--- config.mk ---
export PLATFORM = sky130hd
export DESIGN_NAME = ili9341_spi_driver_flat
export DESIGN_NICKNAME = d
export VERILOG_FILES = /design/src/rtl/ili9341_pkg.sv /design/src/rtl/ili9341_spi_driver_if.sv /design/src/rtl/ili9341_spi_shifter.sv /design/src/rtl/ili9341_spi_driver.sv /design/src/flat_wrapper.sv
export SDC_FILE = /design/constraint.sdc
export NUM_CORES = 1
export LEC_CHECK = 0
export CAP_MARGIN = 20
export CORE_UTILIZATION = 40
export CTS_CLUSTER_DIAMETER = 150
export CTS_CLUSTER_SIZE = 30
export DETAILED_ROUTE_END_ITERATION = 8
export DONT_BUFFER_PORTS = 1
export PLACE_DENSITY = 0.61
export SETUP_SLACK_MARGIN = 0.3
export SYNTH_ARGS = -nofsm -noshare
export SYNTH_HDL_FRONTEND = slang
export SYNTH_HIERARCHICAL = 1
export SYNTH_SLANG_ARGS = --single-unit
--- constraint.sdc ---
create_clock -name clk -period 6.76 [get_ports clk]
set_clock_uncertainty 0.1 [all_clocks]
set_input_delay 1.352 -clock clk [delete_from_list [all_inputs] [get_ports clk]]
set_output_delay 1.352 -clock clk [all_outputs]
set_load 0.02 [all_outputs]
--- src/rtl/ili9341_pkg.sv ---
// ----------------------------------------------------------------------------
// ili9341_pkg
// Shared definitions for the ILI9341 SPI driver: panel command opcodes,
// the FSM state type and the byte tables for the power-up and window
// sequences.
// Contents:
//   CMD_*          8-bit command opcodes
//   waitSel_e      which post-command idle delay (if any) follows a byte
//   romEntry_t     {dc, data, waitSel} entry of a byte table
//   drvState_e     top-level FSM state encoding
//   initEntry()    power-up byte table
//   windowEntry()  CASET/PASET/RAMWR byte table for a given window size
// ----------------------------------------------------------------------------
package ili9341_pkg;

  localparam logic [7:0] CMD_SWRESET = 8'h01;
  localparam logic [7:0] CMD_SLPOUT  = 8'h11;
  localparam logic [7:0] CMD_COLMOD  = 8'h3A;
  localparam logic [7:0] CMD_MADCTL  = 8'h36;
  localparam logic [7:0] CMD_DISPON  = 8'h29;
  localparam logic [7:0] CMD_CASET   = 8'h2A;
  localparam logic [7:0] CMD_PASET   = 8'h2B;
  localparam logic [7:0] CMD_RAMWR   = 8'h2C;

  // COLMOD 0x55 selects 16 bpp RGB565; MADCTL 0x48 = column order + BGR
  localparam logic [7:0] PARAM_COLMOD = 8'h55;
  localparam logic [7:0] PARAM_MADCTL = 8'h48;

  localparam int INIT_LEN   = 7;
  localparam int WINDOW_LEN = 11;

  typedef enum logic [1:0] {
    WAIT_NONE,
    WAIT_RESET,
    WAIT_SLEEP
  } waitSel_e;

  typedef struct packed {
    logic       dc;
    logic [7:0] data;
    waitSel_e   waitSel;
  } romEntry_t;

  typedef enum logic [2:0] {
    INIT_CMD,
    INIT_WAIT,
    WINDOW,
    STREAM,
    FRAME_WAIT
  } drvState_e;

  // Power-up sequence, one byte per index
  function automatic romEntry_t initEntry(input logic [3:0] idx);
    romEntry_t e;
    case (idx)
      4'd0:    e = '{1'b0, CMD_SWRESET,  WAIT_RESET};
      4'd1:    e = '{1'b0, CMD_SLPOUT,   WAIT_SLEEP};
      4'd2:    e = '{1'b0, CMD_COLMOD,   WAIT_NONE};
      4'd3:    e = '{1'b1, PARAM_COLMOD, WAIT_NONE};
      4'd4:    e = '{1'b0, CMD_MADCTL,   WAIT_NONE};
      4'd5:    e = '{1'b1, PARAM_MADCTL, WAIT_NONE};
      default: e = '{1'b0, CMD_DISPON,   WAIT_NONE};
    endcase
    return e;
  endfunction

  // Window setup: start addresses are always 0, end addresses are inclusive
  function automatic romEntry_t windowEntry(input logic [3:0]  idx,
                                            input logic [15:0] colEnd,
                                            input logic [15:0] rowEnd);
    romEntry_t e;
    case (idx)
      4'd0:    e = '{1'b0, CMD_CASET,     WAIT_NONE};
      4'd1:    e = '{1'b1, 8'h00,         WAIT_NONE};
      4'd2:    e = '{1'b1, 8'h00,         WAIT_NONE};
      4'd3:    e = '{1'b1, colEnd[15:8],  WAIT_NONE};
      4'd4:    e = '{1'b1, colEnd[7:0],   WAIT_NONE};
      4'd5:    e = '{1'b0, CMD_PASET,     WAIT_NONE};
      4'd6:    e = '{1'b1, 8'h00,         WAIT_NONE};
      4'd7:    e = '{1'b1, 8'h00,         WAIT_NONE};
      4'd8:    e = '{1'b1, rowEnd[15:8],  WAIT_NONE};
      4'd9:    e = '{1'b1, rowEnd[7:0],   WAIT_NONE};
      default: e = '{1'b0, CMD_RAMWR,     WAIT_NONE};
    endcase
    return e;
  endfunction

endpackage

--- src/rtl/ili9341_spi_driver_if.sv ---
// ----------------------------------------------------------------------------
// ili9341_spi_driver_if
// Bundles the pixel-source handshake and the panel pins of the driver.
//   frame_done  upstream -> driver  no more pixels in the current frame
//   input_data  upstream -> driver  RGB565 pixel
//   data_clk    driver -> upstream  free-running pixel strobe
//   spi_mosi    driver -> panel     serial data, MSB first
//   spi_sck     driver -> panel     SPI clock, mode 0
//   spi_cs      driver -> panel     chip select, active low
//   spi_dc      driver -> panel     0 = command, 1 = data
// Modports: master = driver side, slave = upstream/panel side.
// ----------------------------------------------------------------------------
interface ili9341_spi_driver_if;
  logic        frame_done;
  logic [15:0] input_data;
  logic        data_clk;
  logic        spi_mosi;
  logic        spi_sck;
  logic        spi_cs;
  logic        spi_dc;

  modport master (
    input  frame_done, input_data,
    output data_clk, spi_mosi, spi_sck, spi_cs, spi_dc
  );

  modport slave (
    output frame_done, input_data,
    input  data_clk, spi_mosi, spi_sck, spi_cs, spi_dc
  );
endinterface

--- src/rtl/ili9341_spi_shifter.sv ---
// ----------------------------------------------------------------------------
// ili9341_spi_shifter
// Serialises one {dc, byte} at clk/2, SPI mode 0, MSB first. Each bit spends
// one cycle with SCK low (data settles) and one with SCK high (panel samples).
// A new byte may be loaded in the cycle done_o is high, so consecutive bytes
// run back to back at exactly 16 cycles per byte.
// Ports:
//   clk, rst   clock, synchronous active-high reset
//   load_i     start a byte (accepted when idle or in the done cycle)
//   dc_i       D/C level to present for this byte
//   data_i     byte to send
//   mosi_o     serial data (0 while idle)
//   sck_o      SPI clock (idles low)
//   dc_o       D/C level of the byte in flight / last byte
//   busy_o     byte in progress
//   done_o     high during the final SCK-high cycle of a byte
// ----------------------------------------------------------------------------
module ili9341_spi_shifter (
  input  logic       clk,
  input  logic       rst,
  input  logic       load_i,
  input  logic       dc_i,
  input  logic [7:0] data_i,
  output logic       mosi_o,
  output logic       sck_o,
  output logic       dc_o,
  output logic       busy_o,
  output logic       done_o
);

  logic       active_q, active_d;
  logic       phase_q,  phase_d;
  logic [2:0] bitCnt_q, bitCnt_d;
  logic [7:0] shift_q,  shift_d;
  logic       dc_q,     dc_d;
  logic       lastCycle;

  assign lastCycle = active_q & phase_q & (bitCnt_q == 3'd7);

  // Bit sequencing: the shift register advances on the high-to-low SCK
  // transition so MOSI changes only while SCK is low. A load overrides
  // everything so the next byte starts right after the last SCK-high cycle.
  always_comb begin
    active_d = active_q;
    phase_d  = phase_q;
    bitCnt_d = bitCnt_q;
    shift_d  = shift_q;
    dc_d     = dc_q;
    if (active_q) begin
      phase_d = ~phase_q;
      if (phase_q) begin
        if (bitCnt_q == 3'd7) begin
          active_d = 1'b0;
        end else begin
          bitCnt_d = bitCnt_q + 3'd1;
          shift_d  = {shift_q[6:0], 1'b0};
        end
      end
    end
    if (load_i && (!active_q || lastCycle)) begin
      active_d = 1'b1;
      phase_d  = 1'b0;
      bitCnt_d = 3'd0;
      shift_d  = data_i;
      dc_d     = dc_i;
    end
  end

  // State register; reset abandons any byte in flight
  always_ff @(posedge clk) begin
    if (rst) begin
      active_q <= 1'b0;
      phase_q  <= 1'b0;
      bitCnt_q <= 3'd0;
      shift_q  <= 8'd0;
      dc_q     <= 1'b0;
    end else begin
      active_q <= active_d;
      phase_q  <= phase_d;
      bitCnt_q <= bitCnt_d;
      shift_q  <= shift_d;
      dc_q     <= dc_d;
    end
  end

  assign sck_o  = active_q & phase_q;
  assign mosi_o = active_q & shift_q[7];
  assign dc_o   = dc_q;
  assign busy_o = active_q;
  assign done_o = lastCycle;

endmodule

--- src/rtl/ili9341_spi_driver.sv ---
// ----------------------------------------------------------------------------
// ili9341_spi_driver
// Brings up an ILI9341 panel over write-only 4-wire SPI, opens a WIDTH x HEIGHT
// window, then streams RGB565 pixels paced by a 32-cycle pixel strobe.
// Ports:
//   clk, rst  clock, synchronous active-high reset
//   bus       ili9341_spi_driver_if.master: frame_done, input_data in;
//             spi_mosi, spi_sck, spi_cs, spi_dc, data_clk out
// Parameters:
//   WIDTH, HEIGHT           window size in pixels
//   RESET_WAIT, SLEEP_WAIT  idle clk cycles after SWRESET / SLPOUT
// ----------------------------------------------------------------------------
module ili9341_spi_driver
  import ili9341_pkg::*;
#(
  parameter int WIDTH      = 240,
  parameter int HEIGHT     = 240,
  parameter int RESET_WAIT = 7500000,
  parameter int SLEEP_WAIT = 7500000
) (
  input  logic                   clk,
  input  logic                   rst,
  ili9341_spi_driver_if.master   bus
);

  localparam logic [15:0] COL_END = 16'(WIDTH - 1);
  localparam logic [15:0] ROW_END = 16'(HEIGHT - 1);

  drvState_e   state_q,  state_d;
  logic [3:0]  idx_q,    idx_d;
  logic [31:0] waitCnt_q, waitCnt_d;
  logic        cs_q,     cs_d;
  logic [1:0]  gapCnt_q, gapCnt_d;
  logic [4:0]  phase_q,  phase_d;
  logic [7:0]  pixLo_q,  pixLo_d;
  logic        loHalf_q, loHalf_d;

  logic        shLoad, shDc, shBusy, shDone, canLoad, boundary;
  logic [7:0]  shData;
  romEntry_t   entry;

  // The shifter can take a byte when idle or in its final cycle
  assign canLoad = !shBusy || shDone;
  // data_clk is phase_q[4]; the 15->16 step is its rising edge, so a load
  // issued here is latched on that same clock edge
  assign boundary = (phase_q == 5'd15);
  assign entry = (state_q == WINDOW) ? windowEntry(idx_q, COL_END, ROW_END)
                                     : initEntry(idx_q);

  // Next-state logic. Commands need CS to have been high for at least two
  // cycles, so a command byte first raises CS, then waits for gapCnt to
  // saturate before dropping CS and loading. Parameter bytes go straight out.
  always_comb begin
    state_d   = state_q;
    idx_d     = idx_q;
    waitCnt_d = waitCnt_q;
    cs_d      = cs_q;
    pixLo_d   = pixLo_q;
    loHalf_d  = loHalf_q;
    phase_d   = phase_q + 5'd1;
    gapCnt_d  = cs_q ? ((gapCnt_q == 2'd2) ? 2'd2 : gapCnt_q + 2'd1) : 2'd0;
    shLoad    = 1'b0;
    shDc      = 1'b0;
    shData    = 8'd0;

    case (state_q)
      INIT_CMD, WINDOW: begin
        if (canLoad) begin
          if (entry.dc || (cs_q && gapCnt_q == 2'd2)) begin
            shLoad = 1'b1;
            shDc   = entry.dc;
            shData = entry.data;
            cs_d   = 1'b0;
            idx_d  = idx_q + 4'd1;
            if (state_q == INIT_CMD) begin
              if (entry.waitSel != WAIT_NONE) begin
                state_d   = INIT_WAIT;
                waitCnt_d = (entry.waitSel == WAIT_RESET) ? 32'(RESET_WAIT)
                                                          : 32'(SLEEP_WAIT);
              end else if (idx_q == 4'(INIT_LEN - 1)) begin
                state_d = WINDOW;
                idx_d   = 4'd0;
              end
            end else if (idx_q == 4'(WINDOW_LEN - 1)) begin
              state_d  = STREAM;
              loHalf_d = 1'b0;
            end
          end else if (!entry.dc && !cs_q) begin
            cs_d = 1'b1;
          end
        end
      end

      INIT_WAIT: begin
        if (shDone) begin
          cs_d = 1'b1;
        end
        if (!shBusy) begin
          if (waitCnt_q == 32'd0) begin
            state_d = INIT_CMD;
          end else begin
            waitCnt_d = waitCnt_q - 32'd1;
          end
        end
      end

      STREAM: begin
        if (loHalf_q && shDone) begin
          shLoad   = 1'b1;
          shDc     = 1'b1;
          shData   = pixLo_q;
          loHalf_d = 1'b0;
        end else if (boundary && canLoad) begin
          if (bus.frame_done) begin
            cs_d    = 1'b1;
            state_d = FRAME_WAIT;
          end else begin
            shLoad   = 1'b1;
            shDc     = 1'b1;
            shData   = bus.input_data[15:8];
            pixLo_d  = bus.input_data[7:0];
            loHalf_d = 1'b1;
          end
        end
      end

      FRAME_WAIT: begin
        cs_d = 1'b1;
        if (boundary && !bus.frame_done) begin
          state_d = WINDOW;
          idx_d   = 4'd0;
        end
      end

      default: state_d = INIT_CMD;
    endcase
  end

  // State register; reset restarts the whole power-up sequence
  always_ff @(posedge clk) begin
    if (rst) begin
      state_q   <= INIT_CMD;
      idx_q     <= 4'd0;
      waitCnt_q <= 32'd0;
      cs_q      <= 1'b1;
      gapCnt_q  <= 2'd0;
      phase_q   <= 5'd0;
      pixLo_q   <= 8'd0;
      loHalf_q  <= 1'b0;
    end else begin
      state_q   <= state_d;
      idx_q     <= idx_d;
      waitCnt_q <= waitCnt_d;
      cs_q      <= cs_d;
      gapCnt_q  <= gapCnt_d;
      phase_q   <= phase_d;
      pixLo_q   <= pixLo_d;
      loHalf_q  <= loHalf_d;
    end
  end

  ili9341_spi_shifter u_shifter (
    .clk    (clk),
    .rst    (rst),
    .load_i (shLoad),
    .dc_i   (shDc),
    .data_i (shData),
    .mosi_o (bus.spi_mosi),
    .sck_o  (bus.spi_sck),
    .dc_o   (bus.spi_dc),
    .busy_o (shBusy),
    .done_o (shDone)
  );

  assign bus.spi_cs   = cs_q;
  assign bus.data_clk = phase_q[4];

endmodule

--- src/flat_wrapper.sv ---
// flat-port wrapper written by rule: the top's interface ports become plain ports
module ili9341_spi_driver_flat import ili9341_pkg::*;
#(
  parameter int WIDTH      = 240,
  parameter int HEIGHT     = 240,
  parameter int RESET_WAIT = 7500000,
  parameter int SLEEP_WAIT = 7500000
)
  (clk, rst, bus_frame_done, bus_input_data, bus_data_clk, bus_spi_mosi, bus_spi_sck, bus_spi_cs, bus_spi_dc);
  ili9341_spi_driver_if bus_i ();
  input  logic clk;
  input  logic rst;
  input wire logic [$bits(bus_i.frame_done)-1:0] bus_frame_done;
  input wire logic [$bits(bus_i.input_data)-1:0] bus_input_data;
  output wire logic [$bits(bus_i.data_clk)-1:0] bus_data_clk;
  output wire logic [$bits(bus_i.spi_mosi)-1:0] bus_spi_mosi;
  output wire logic [$bits(bus_i.spi_sck)-1:0] bus_spi_sck;
  output wire logic [$bits(bus_i.spi_cs)-1:0] bus_spi_cs;
  output wire logic [$bits(bus_i.spi_dc)-1:0] bus_spi_dc;
  assign bus_i.frame_done = bus_frame_done;
  assign bus_i.input_data = bus_input_data;
  assign bus_data_clk = bus_i.data_clk;
  assign bus_spi_mosi = bus_i.spi_mosi;
  assign bus_spi_sck = bus_i.spi_sck;
  assign bus_spi_cs = bus_i.spi_cs;
  assign bus_spi_dc = bus_i.spi_dc;
  ili9341_spi_driver #(.WIDTH(WIDTH), .HEIGHT(HEIGHT), .RESET_WAIT(RESET_WAIT), .SLEEP_WAIT(SLEEP_WAIT)) u_core (.clk(clk), .rst(rst), .bus(bus_i));
endmodule
## Word-level counts from Yosys, hierarchy flattened

Memories as Yosys holds them, arrays and structs flattened. A register that Yosys moved wholly into a read port is not among the register bits.
Cells that the tools add are included.

- Reductions and logical operators: 34
- Add/sub/neg operators: 5
- Bitwise logic cells: 8
- Equal/unequal tests: 34
- Muxes and demuxes: 71

Operators by type and width:

| operator | number |
|---|---|
| $mux W32 | 6 |
| $mux W8 | 9 |
| $pmux W11 S6 | 1 |
| $pmux W32 S2 | 1 |
| $mux W3 | 12 |
| $logic_not A32 Y1 | 1 |
| $mux W4 | 8 |
| $sub A32 B1 Y32 const B | 1 |
| $mux W1 | 25 |
| $reduce_and A7 Y1 | 3 |
| $ne A2 B1 Y1 const B | 10 |
| $pmux W8 S2 | 1 |
| $eq A4 B3 Y1 const B | 3 |
| $pmux W3 S4 | 1 |
| $reduce_bool A2 Y1 | 6 |
| $mux W11 | 1 |
| $ne A2 B2 Y1 const B | 5 |
| $reduce_and A10 Y1 | 1 |
| $ne A3 B1 Y1 const B | 3 |
| $eq A4 B2 Y1 const B | 2 |
| $pmux W4 S2 | 1 |
| $reduce_and A4 Y1 | 2 |
| $eq A3 B2 Y1 const B | 2 |
| $eq A3 B3 Y1 const B | 2 |
| 25 further kinds | 45 |

- Input port bits: 19
- ROM bits: 128
- Output and inout bits: 5
- Word-level logic and storage cells: 167
- Register bits after elaboration: 70
- Memories: 1

Memory list:

| name | words | width | read ports | clocked after Yosys merged registers in | wr ports | line | source |
|---|---|---|---|---|---|---|---|
| (name not given) | 16 | 8 | 1 | 1 | 0 | ili9341_pkg.sv:72 | `case (idx)` |

## Logic depth before layout (Yosys ltp)

- Word-level depth: 11
- Mapped depth: 12
- Mapped depth without buffers: 11

## Cells and area by module

Netlist, hierarchy kept.

By module, submodules not included:

| module | seq. area each (sq um) | times used | area each (sq um) | cells an instance |
|---|---|---|---|---|
| ili9341_spi_driver | 1241.2 | 1 | 3617.2 | 457 |
| ili9341_spi_shifter | 280.3 | 1 | 639.4 | 65 |

## Worst setup path after synthesis

OpenSTA, ideal clock, no wires.

- Path kind: in2reg
- Start point: input port bus_frame_done
- End point: register with a tool-made name
- Stages on the path: 6
- Setup time: 128 ps
- Path buffers: 0
- Data required time: 6532 ps
- Slack: 3623 ps
- Arrival: 2909 ps
- Path through: nand2b_1 o32ai_1 or2_2 o311ai_0 and2_1 o32ai_1

RTL lines:

| what | line | source |
|---|---|---|
| start, declared | flat_wrapper.sv:13 | `input wire logic [$bits(bus_i.frame_done)-1:0] bus_frame_done;` |

==> impl_metrics.toml <==
[run_status]
run_status = "finished, final reports clean"

[placement]
dp_cells = 639
dpl_worst_slack_ns = 3.329
place_congestion = 0.8531
dp_hpwl_um = 7325
io_buffer_count = 0

[clock_tree]
cts_buffer_depth = 2
clock_latency_ns = 0.37
htreeDepth = 3
cts.clk_slew.worst_paths_ns = 0.09
cts_tree = "yes"
postCtsHoldBufs = 0
cts_resized = 0
cts_root_buf = "clkbuf_8"
post-cts-setup-buffers = 0
cts_made_buffers = 9
clock_sinks = 76

[yosys]
synthTopCellsByArea = "dfxtp_1 36%, a21oi_1 5.5%, nand2_1 4.3%"
synth_top_area_share_pct = 35.74
syn_area_um2 = 4257
ys_types = 68
avgSynthCellArea_um2 = 8.154
netlist_instances = 522
synth_nets = 551
yosysWarningCount = 6
ys_seq_area_share_pct = 35.74
synth_edf_count = 0
synth_top_flop_cell = "dfxtp_1"
async_flop_share_pct = 0
synth_top_area_cell = "dfxtp_1"
synth-seq-cells = 76

[timing]
slew_viol_final = 0
worst_pin_slew_ns = 0.9947
fin_crit_sh_pct = 49.77
hold_viol_final = 0
final.setup.tns_ns = 0
fin_crit_ns = 3.365
worst_hold_slack_ns = 0.3211
finalSetupViolCount = 0
setup_ws_ns = 3.395
fmax_mhz = 297.2
slew_headroom_pct = 32.85
rsz0062_at_grt = "false"

[floorplan]
row_count = 37
chipHeight_um = 105.2
initial_core_util_pct = 41.23
core_area_um2 = 10320
pin_count = 24
die_area_um2 = 11060
die_w_um = 105.2

[drt]
wl_um = 10390
final_antenna_net_count = 0
drt_iter0_drc = 297
wl_per_cell_um = 15.84
first_pass_iters = 5
viasPerCell = 5.977
vias = 3921
drc = 0

[finish]
drive_above_1_share_pct = 8.077
finalNonFillerCells = 656
diodes = 0
finalNetCount = 544
area_delta_synth_final_pct = 7.790

[global_routing]
grt_pass1_vias = 3615
grt-ovfl-total = 0
antenna_found_initial = 0
grt_use_met2_pct = 30.51
grt_pass1_wl_um = 17660
top_usage_layer = "met2"
grt_start_max_net_pins = 49
grt.met3_usage_pct = 4.492
grt.total_usage_pct = 19.75
met1_usage_pct = 27.02

[setup_path]
arrival_ns = 3.52
crit_fanout = 7
worstSetupStartpointType = "flop"
path_class = "reg -> reg"
required_ns = 6.91
cp-end-kind = "flop"

[power]
leakage_nw = 1.625
power_mw = 2.161
p_per_area_nw_per_um2 = 470.9
irDropWorstVdd_v = 0.0003786

[hold_path]
hold_class = "reg -> reg"

[flow_run]
cap_violations = 0
==> final timing paths <==
check	startpoint	endpoint	slack [ns]	cells past startpoint
max	u_core/u_shifter/bitCnt_q[0]$_SDFFE_PP0P_	flop	3.40	9
min	u_core/gapCnt_q[0]$_SDFF_PP0_	u_core/gapCnt_q[0]$_SDFF_PP0_	0.32	1
max reg2reg	u_core/u_shifter/bitCnt_q[0]$_SDFFE_PP0P_	flop	3.40	9
min reg2reg	u_core/gapCnt_q[0]$_SDFF_PP0_	u_core/gapCnt_q[0]$_SDFF_PP0_	0.32	1
==> cells by family (layout without fill, tap and decap cells) <==
| group | after synthesis | count (layout) | share of synthesized area (%) |
|---|---|---|---|
| AO/OA/AOI/OAI | 164 | 164 | 26.07 |
| buffers and inverters | 34 | 32 | 3.263 |
| XOR/XNOR | 9 | 9 | 1.852 |
| adder cells (fa/ha/maj) | 10 | 10 | 2.939 |
| AND/OR/NAND/NOR | 216 | 216 | 27.07 |
| multiplexers | 13 | 13 | 3.057 |
| flip-flops | 76 | 76 | 35.74 |
==> registers in the layout (all words and copies together), names as in the netlist, 2 cells and up, named ones only <==
register,flops
u_core/state_q,3
u_core/u_shifter/shift_q,8
u_core/u_shifter/bitCnt_q,3
u_core/pixLo_q,8
u_core/phase_q,5
u_core/waitCnt_q,32
u_core/gapCnt_q,2
u_core/idx_q,4
==> metal layers <==
layer	part of all wire, %	up-vias
li1	-	1959
met1	49	1843
met2	44	104
met3	4.8	15
met4	1.4	0
met5	0	-
==> placed cells by master, fill, tap and decap left out, types with 4 or more instances in the layout <==
| cell type | n |
|---|---|
| and3_1 | 5 |
| nand2_1 | 49 |
| nor2_1 | 43 |
| or4_1 | 9 |
| a22oi_1 | 9 |
| o22ai_1 | 6 |
| clkbuf_8 | 9 |
| o21ai_0 | 29 |
| inv_1 | 13 |
| mux2i_1 | 13 |
| xnor2_1 | 5 |
| nand3b_1 | 4 |
| or3_1 | 11 |
| nand2b_1 | 10 |
| a211oi_1 | 12 |
| a311oi_1 | 4 |
| nor4_1 | 9 |
| nor2b_1 | 7 |
| a31oi_1 | 6 |
| ha_1 | 10 |
| o41ai_1 | 5 |
| nor3_1 | 28 |
| a21oi_1 | 47 |
| or2_2 | 8 |
| dfxtp_1 | 76 |
| and2_1 | 7 |
| xor2_1 | 4 |
| o31ai_1 | 11 |
| nand3_1 | 10 |
==> metrics by stage <==
step,instance area (µm²),utilization [%]
2_1_floorplan,4257,-
3_3_place_gp,4357,42.20
3_5_place_dp,4357,42.20
4_1_cts,4581,44.37
5_1_grt,4588,44.44
6_report,4588,44.44
==> where the power goes <==
part / switching (mW) / internal [mW]
logic: 0.670 / 0.401
registers: 0.130 / 0.563
clock network: 0.186 / 0.209
==> Yosys cell counts, types with 4 or more instances <==
cell type / count
a31oi_1: 6
nor4_1: 9
nand3b_1: 4
xnor2_1: 5
a311oi_1: 4
o22ai_1: 6
nor3_1: 28
nor2b_1: 7
inv_1: 13
nand2b_1: 10
o31ai_1: 12
a21oi_1: 47
or3_1: 11
clkbuf_1: 18
o41ai_1: 5
and3_1: 5
a211oi_1: 12
nand2_1: 49
or2_2: 8
mux2i_1: 13
xor2_1: 4
ha_1: 10
and2_1: 7
or4_1: 9
nor2_1: 43
nand3_1: 10
a22oi_1: 9
o21ai_0: 29
dfxtp_1: 76
==> area by class of cell <==
cell class / instances / area (µm²)
fill: 1020 / 5736
multi-input combinational: 412 / 2601
sequential: 76 / 1521
tap: 136 / 170.2
clock buffer: 9 / 123.9
clock inverter: 7 / 100.1
inverter: 13 / 48.80
timing repair buffer: 3 / 22.52
==> critical path, stage by stage (launching register included) <==
cell      delay, ns
dfxtp_1        0.33
ha_1           0.20
ha_1           0.24
and3_1         0.30
nor2b_1        0.30
o32ai_1        0.23
or2_2          0.36
o311ai_0       0.83
and2_1         0.26
o32ai_1        0.09
No activity file was read; power rests on OpenSTA's default activity.
